## config.mk

```make
export PLATFORM = sky130hd
export DESIGN_NAME = rep_umul
export DESIGN_NICKNAME = d
export VERILOG_FILES = /design/src/rtl/rep_umul.sv
export SDC_FILE = /design/constraint.sdc
export NUM_CORES = 1
export LEC_CHECK = 0
export BUFFER_PORTS_ARGS = -buffer_cell sky130_fd_sc_hd__buf_4
export CORE_ASPECT_RATIO = 2
export CORE_MARGIN = 2
export CORE_UTILIZATION = 59
export CTS_BUF_LIST = sky130_fd_sc_hd__clkbuf_8
export CTS_CLUSTER_DIAMETER = 100
export DETAILED_ROUTE_END_ITERATION = 6
export PLACE_DENSITY_LB_ADDON = 0.12
export SYNTH_ARGS = -nofsm -noshare
export SYNTH_HDL_FRONTEND = slang
export SYNTH_SLANG_ARGS = --single-unit
```

## constraint.sdc

```tcl
create_clock -name iClk -period 2.8 [get_ports iClk]
set_input_delay 0 -clock iClk [delete_from_list [all_inputs] [get_ports iClk]]
set_output_delay 0 -clock iClk [all_outputs]
set_load 0.05 [all_outputs]
```

## src/rtl/rep_umul.sv

```systemverilog
// rep_umul: unipolar stochastic multiplier using a unary A stream and a bit-reversed B stream
module rep_umul #(
    parameter int BITWIDTH = 8
) (
    input  logic                iClk,
    input  logic                iRst,
    input  logic [BITWIDTH-1:0] A,
    input  logic [BITWIDTH-1:0] B,
    input  logic                loadB,
    input  logic                iEn,
    input  logic                iClr,
    output logic [BITWIDTH-1:0] mult
);
    logic [BITWIDTH-1:0] breg_q, breg_d;
    logic [BITWIDTH-1:0] cnt_q, cnt_d;
    logic [BITWIDTH-1:0] acc_q, acc_d;
    logic [BITWIDTH-1:0] mult_q, mult_d;
    logic [BITWIDTH-1:0] rev_cnt;
    logic                a_bit, b_bit, prod, last;
    logic [BITWIDTH-1:0] acc_sum;

    // Bit-reverse the window counter to give B a low-discrepancy sequence uncorrelated with A's unary ramp
    always_comb begin
        rev_cnt = '0;
        for (int i = 0; i < BITWIDTH; i++) rev_cnt[i] = cnt_q[BITWIDTH-1-i];
    end

    assign a_bit   = A > cnt_q;
    assign b_bit   = breg_q > rev_cnt;
    assign prod    = a_bit & b_bit;
    assign last    = &cnt_q;
    assign acc_sum = acc_q + BITWIDTH'(prod);

    // Next state: clear beats enable; the last window cycle publishes the count and restarts the accumulator
    always_comb begin
        breg_d = loadB ? B : breg_q;
        cnt_d  = iClr ? '0 : iEn ? cnt_q + BITWIDTH'(1) : cnt_q;
        acc_d  = iClr ? '0 : !iEn ? acc_q : last ? '0 : acc_sum;
        mult_d = iClr ? '0 : (iEn && last) ? acc_sum : mult_q;
    end

    // State registers with asynchronous reset
    always_ff @(posedge iClk or posedge iRst) begin
        if (iRst) begin
            breg_q <= '0;
            cnt_q  <= '0;
            acc_q  <= '0;
            mult_q <= '0;
        end else begin
            breg_q <= breg_d;
            cnt_q  <= cnt_d;
            acc_q  <= acc_d;
            mult_q <= mult_d;
        end
    end

    assign mult = mult_q;
endmodule

```

==> run_results.csv, run 1 <==
group,metric,value,unit
clock_tree,insertion_delay,0.28,ns
clock_tree,clkTransAtPathRegs,0.06,ns
setup_path,crit_type,"reg -> reg",
setup_path,required,2.97,ns
synth,synth_top_cell_area_share,41.7,%
floorplan,dieArea,0.00376,mm²
timing,finClkSkew,0.00482,ns
routing,vias_per_cell,5.95,
clock_tree,clockRootBuffer,"clkbuf_8",
timing,hold_viol_final,0,
power,powerDensity,416,mW/mm²
synth,yosysUniqueCellTypes,35,
timing,finalSetupTns,0,ns
synth,synth_top_cell_by_area,"dfrtp_1",
routing,firstDrtPassIters,4,
global_route,grt_pass1_vias,1717,
floorplan,start_util,60.9,%
timing,tightest_slew,0.603,ns
timing,finalCritPeriodShare,94.1,%
cells_and_area,area_delta_synth_final,21.9,%
placement,place.gp.congestion,0.839,
routing,highest-signal-layer,"met4",
routing,wl,4.44,mm
synth,synth.ff_latch_count,32,
synth,synth_commonest_cells,"32 x dfrtp_1, 25 x nor2_1, 19 x ha_1",
timing,slew_headroom,59.8,%
global_route,track_usage,27.1,%
routing,drc_errors,0,
routing,wl_per_cell,17.0,µm
timing,layout_setup_ws,0.165,ns
floorplan,ios,29,
routing,final_antenna_net_count,0,
global_route,grt_overflow_total,0,
placement,dp_hpwl,3.17,mm
synth,yosys_warnings,0,
timing,finalSetupViolations,0,
timing,rsz0062_at_grt,"true",
floorplan,floorplan.rows,29,
floorplan,core_region_area,0.00316,mm²
synth,syn_area_per_cell,10.0,µm²
global_route,antenna_found_initial,0,
cells_and_area,drive_above_1_share,26.0,%
setup_path,end_kind,"flip-flop",
clock_tree,cts_buffers,5,
worst_hold_path,hold_path.class,"in -> reg",
job,drv_cap,0,
timing,max_freq,0.380,GHz
synth,ys.flop_type,"dfrtp_1",
global_route,grt_pass1_wl,7.50,mm
clock_tree,cts_tree,"yes",
synth,synth_edf_count,0,
power,leakage,0.00105,µW
cells_and_area,final_nets,273,
routing,met1_length,1.57,mm
routing,wl_met3,126,µm
synth,async_reset_ff_share,100,%
routing,vias,1560,
clock_tree,cts.sinks,32,
synth,syn-num-nets,232,
synth,synth.most_common_cell,"dfrtp_1",
setup_path,crit_fanout,4,
timing,slew_violations,0,
setup_path,arrival,2.80,ns
placement,io_buffers,28,
clock_tree,clock_path_buffers,2,
power,irDropWorstVdd,0.475,mV
global_route,grt_max_degree,33,
placement,place_ws,0.117,ns
synth,netlist_area,0.00192,mm²
synth,synthTopCellsByArea,"dfrtp_1 42%, ha_1 12%, nor2_1 4.9%",
outcome,status,"complete, no violations",
floorplan,die_x,44.4,µm
synth,syn_inst,192,
timing,fin_crit,2.64,ns
routing,initialDrtViolationCount,36,
setup_path,start_kind,"flip-flop",
floorplan,die_y,84.7,µm
cells_and_area,antenna_cells,0,
routing,wl_met2,2.60,mm
synth,ys_seq_area_share,41.7,%
clock_tree,htree_levels,2,
[cell families (layout without fill, tap and decap cells)]
logic type | count (synthesis) | in the layout | share of synthesized area [%]
adder cells (fa/ha/maj) | 19 | 19 | 12.4
buffers and inverters | 19 | 58 | 4.62
multiplexers | 13 | 13 | 7.29
AND/OR/NAND/NOR | 70 | 70 | 18.4
flip-flops | 32 | 32 | 41.7
AO/OA/AOI/OAI | 27 | 27 | 10.2
XOR/XNOR | 12 | 12 | 5.47
[routing by layer]
layer | vias to the layer above | GRT usage [%]
li1 | 751 | -
met1 | 763 | 25.7
met2 | 33 | 51.7
met3 | 13 | 3.87
met4 | 0 | 13.5
met5 | - | 0
[stage by stage]
stage	hold WS, ns	total power [µW]	instance area (µm²)	instances	util, %
2_1_floorplan	0.116	591	1920	192	-
3_5_place_dp	0.126	644	2140	245	67.7
4_1_cts	0.0534	975	2310	260	73.1
3_3_place_gp	0.114	636	2140	245	67.7
5_1_grt	0.0644	1010	2340	262	74.2
6_report	0.0536	975	2340	262	74.2
[report_power, final]
group / switching (µW) / total, µW / internal [µW]
clock network: 161 / 321 / 160
registers: 14.1 / 494 / 480
logic: 79.2 / 161 / 81.3
[layout make-up]
| type | count | area, µm² |
|---|---|---|
| multi-input cells | 141 | 1050 |
| fillers | 239 | 815 |
| flip-flops and latches | 32 | 801 |
| repair buffers | 42 | 340 |
| clock buffers | 5 | 68.8 |
| inverters | 11 | 41.3 |
| well taps | 31 | 38.8 |
[final timing paths]
path	startpoint	cells after the start	endpoint	slack [ns]
min in group asynchronous	iRst	4	cnt_q[6]	0.37
max reg2reg	cnt_q[1]	13	mult[7]	0.16
max in group asynchronous	iRst	4	acc_q[0]	2.12
max	cnt_q[1]	13	mult[7]	0.16
min	loadB	2	breg_q[1]	0.05
min reg2reg	breg_q[3]	1	breg_q[3]	0.52
[sequential cells by signal, summed over array words and instances (netlist names)]
name and cells:
acc_q 8, breg_q 8, cnt_q 8, mult 8
[cell usage in the layout (no fill, tap or decap), types with 3 or more instances in the layout]
| cell | instances |
|---|---|
| dfrtp_1 | 32 |
| buf_4 | 32 |
| o21ai_0 | 4 |
| nor3_1 | 4 |
| a21oi_1 | 10 |
| dlygate4sd3_1 | 10 |
| nor2_1 | 25 |
| ha_1 | 17 |
| mux2_2 | 8 |
| a211oi_2 | 5 |
| and3_1 | 3 |
| xnor2_1 | 10 |
| mux2i_1 | 5 |
| nand3_1 | 8 |
| nand2_1 | 10 |
| nand4_1 | 5 |
| inv_1 | 11 |
| clkbuf_8 | 5 |
[worst max-delay path: stages, from the launching register on]
cell and delay, ns:
dfrtp_1 0.40, inv_1 0.08, ha_1 0.30, nor2b_1 0.14, o211ai_1 0.09, a21oi_1 0.14
a211oi_1 0.06, nor3_1 0.25, ha_2 0.25, and3_4 0.20, nand3_1 0.09, xor2_1 0.19
nor2_1 0.06, mux2_2 0.27
[what timing repair did]
| action | CTS | global route |
|---|---|---|
| setup endpoints to repair | 0 | 7 |
| hold endpoints to repair | 40 | 0 |
| setup buffers | 0 | 2 |
| gates resized for setup | 0 | 5 |
| hold buffers | 10 | 0 |
(Power assumes the default switching activity.)
==> inputs of run 2 (changes only) <==
--- a/config.mk
+++ b/config.mk
@@ -8,7 +8,7 @@
 export BUFFER_PORTS_ARGS = -buffer_cell sky130_fd_sc_hd__buf_4
 export CORE_ASPECT_RATIO = 2
 export CORE_MARGIN = 2
-export CORE_UTILIZATION = 59
+export CORE_UTILIZATION = 53
 export CTS_BUF_LIST = sky130_fd_sc_hd__clkbuf_8
 export CTS_CLUSTER_DIAMETER = 100
 export DETAILED_ROUTE_END_ITERATION = 6
==> constraint.sdc (replaced) <==
create_clock -name iClk -period 2.2 [get_ports iClk]
set_input_delay 0 -clock iClk [delete_from_list [all_inputs] [get_ports iClk]]
set_output_delay 0 -clock iClk [all_outputs]
set_load 0.05 [all_outputs]
==> run 2 against run 1 <==
Power increased by 45%; clock-buffer cell count unchanged; critical endpoint is now acc_q[4]; first-iteration DRC count decreased by 19%; combinational power increased by 40%; setup slack got worse by 0.54 ns; clock power increased by 76%; die area increased by 11%; sequential power increased by 27%; critical path type unchanged; global-route usage decreased by 3.9 points; utilization increased by 0.78 points; largest power group unchanged; the flow now finishes with violations (negative setup slack).
==> run_results.csv, run 2 (synthesized netlist as in run 1, its figures left out) <==
group,metric,value,unit
cells_and_area,final_cell_mix,"48 x buf_4, 32 x dfrtp_1, 24 x nor2_1",
setup_path,crit_fanout,3,
clock_tree,cts_tree,"yes",
cells_and_area,final_core_util,75.0,%
cells_and_area,area_delta_synth_final,37.7,%
clock_tree,clock_path_buffers,2,
floorplan,ios,29,
worst_hold_path,hold-path-endpoint,"breg_q[6]",
routing,drc_errors,0,
power,powerDensity,535,mW/mm²
job,drv_cap,0,
cells_and_area,final_nets,290,
worst_hold_path,hold_path.class,"in -> reg",
setup_path,r2r-end,"acc_q[4]",
floorplan,core_region_area,0.00353,mm²
clock_tree,cts.sinks,32,
setup_path,required,2.36,ns
timing,layout_setup_ws,-0.376,ns
timing,finClkSkew,0.00616,ns
timing,rsz0062_at_grt,"true",
floorplan,start_util,54.4,%
cells_and_area,drive_above_1_share,38.6,%
setup_path,crit_type,"reg -> reg",
clock_tree,clkTransAtPathRegs,0.07,ns
clock_tree,cts_buffers,5,
floorplan,floorplan.rows,31,
routing,final_antenna_net_count,0,
outcome,status,"finished with violations",
cells_and_area,fillers,251,
clock_tree,insertion_delay,0.28,ns
global_route,grt_pass1_wl,6.93,mm
setup_path,reg2reg_from,"cnt_q[1]",
routing,initialDrtViolationCount,29,
placement,io_buffers,28,
global_route,grt_pass1_vias,1660,
timing,slew_headroom,72.0,%
outcome,violations,"negative setup slack",
power,leakage,0.00116,µW
placement,dp_cells,279,
cells_and_area,layout_commonest_cell,"buf_4",
clock_tree,clockRootBuffer,"clkbuf_8",
power,irDropWorstVdd,0.490,mV
setup_path,r2r_slack,-0.38,ns
global_route,antenna_found_initial,0,
placement,dp_hpwl,2.85,mm
clock_tree,htree_levels,2,
timing,slew_violations,0,
floorplan,die_y,89.2,µm
worst_hold_path,min_path_cells,2,
setup_path,r2r_cells,14,
cells_and_area,antenna_cells,0,
routing,vias_per_cell,5.35,
floorplan,dieArea,0.00415,mm²
timing,hold_viol_final,0,
timing,fin_crit,2.58,ns
worst_hold_path,hold_path.startpoint,"loadB",
timing,max_freq,0.388,GHz
routing,wl,4.38,mm
routing,vias,1604,
timing,tightest_slew,0.420,ns
routing,wl_per_cell,14.6,µm
placement,place.gp.congestion,0.796,
setup_path,end_kind,"flip-flop",
global_route,track_usage,23.1,%
timing,finalCritPeriodShare,117,%
floorplan,die_x,46.6,µm
global_route,grt_max_degree,33,
routing,firstDrtPassIters,4,
setup_path,arrival,2.74,ns
setup_path,start_kind,"flip-flop",
cells_and_area,final_cells,300,
timing,finalSetupViolations,13,
global_route,grt_overflow_total,0,
run 2: changes by cell type in the layout (fill, tap and decap cells not counted), moves of 2 or more:
cell / delta
ha_1: -3
buf_4: +16
nand3_1: -2
nor3_1: -3
inv_1: -3
and3_4: +2
inv_2: +3
and3_1: -2
ha_4: +3
nor3_2: +3
run 2: where the power goes:
part	leakage (µW)	switching (µW)	internal, µW
registers	0.000427	14.9	610
logic	0.000677	108	118
clock network	0.0000541	230	335
total	0.00116	353	1060
run 2: layout make-up:
| type | count | area [µm²] | area share, % |
|---|---|---|---|
| multi-input cells | 141 | 1160 | 43.8 |
| inverters | 11 | 41.3 | 1.56 |
| clock buffers | 5 | 68.8 | 2.60 |
| well taps | 49 | 61.3 | 2.32 |
| repair buffers | 59 | 472 | 17.8 |
| flip-flops and latches | 32 | 801 | 30.3 |
| clock inverters | 3 | 42.5 | 1.61 |
run 2: layer usage:
layer	GRT usage (%)	vias to the layer above	wire [µm]
met4	11.4	0	105
met2	38.6	35	2380
met1	27.2	774	1740
met3	4.44	9	154
li1	-	786	-
met5	0	-	0
run 2: repair_timing:
item | in CTS | in global routing
setup endpoints to repair | 13 | 14
hold endpoints to repair | 40 | 0
gates resized for setup | 6 | 14
hold buffers | 10 | 0
gates cloned | 0 | 0
pin swaps | 8 | 7
buffers inserted | 2 | 1
run 2: how the worst max path moves through the flow:
stage          startpoint  endpoint
6_report         cnt_q[1]  acc_q[4]
5_1_grt          cnt_q[5]  acc_q[4]
4_1_cts         breg_q[1]  acc_q[4]
3_5_place_dp     cnt_q[6]   mult[7]
3_3_place_gp     cnt_q[1]   mult[7]
2_1_floorplan    cnt_q[1]   mult[7]
run 2: worst max-delay path, stage by stage (launching register included):
cell	delay, ns
dfrtp_1	0.36
inv_2	0.06
ha_4	0.26
nor2b_4	0.13
o211ai_1	0.10
a21oi_1	0.20
a211oi_2	0.06
nor3_2	0.23
ha_2	0.25
ha_2	0.22
nand3_2	0.11
xor2_2	0.19
nor2_1	0.05
mux2i_1	0.17
nor2_1	0.07
run 2: stage by stage:
stage	cell area, µm²	power (µW)	setup WS, ns	setup TNS [ns]	hold slack, ns
detailed placement	2300	821	-0.296	-1.88	0.126
global route	2650	1480	-0.511	-4.97	0.0539
finish	2650	1420	-0.376	-3.09	0.0538
floorplan	1940	753	-0.124	-0.457	0.116
CTS	2560	1410	-0.321	-2.57	0.0438
global placement	2300	814	-0.234	-1.29	0.119
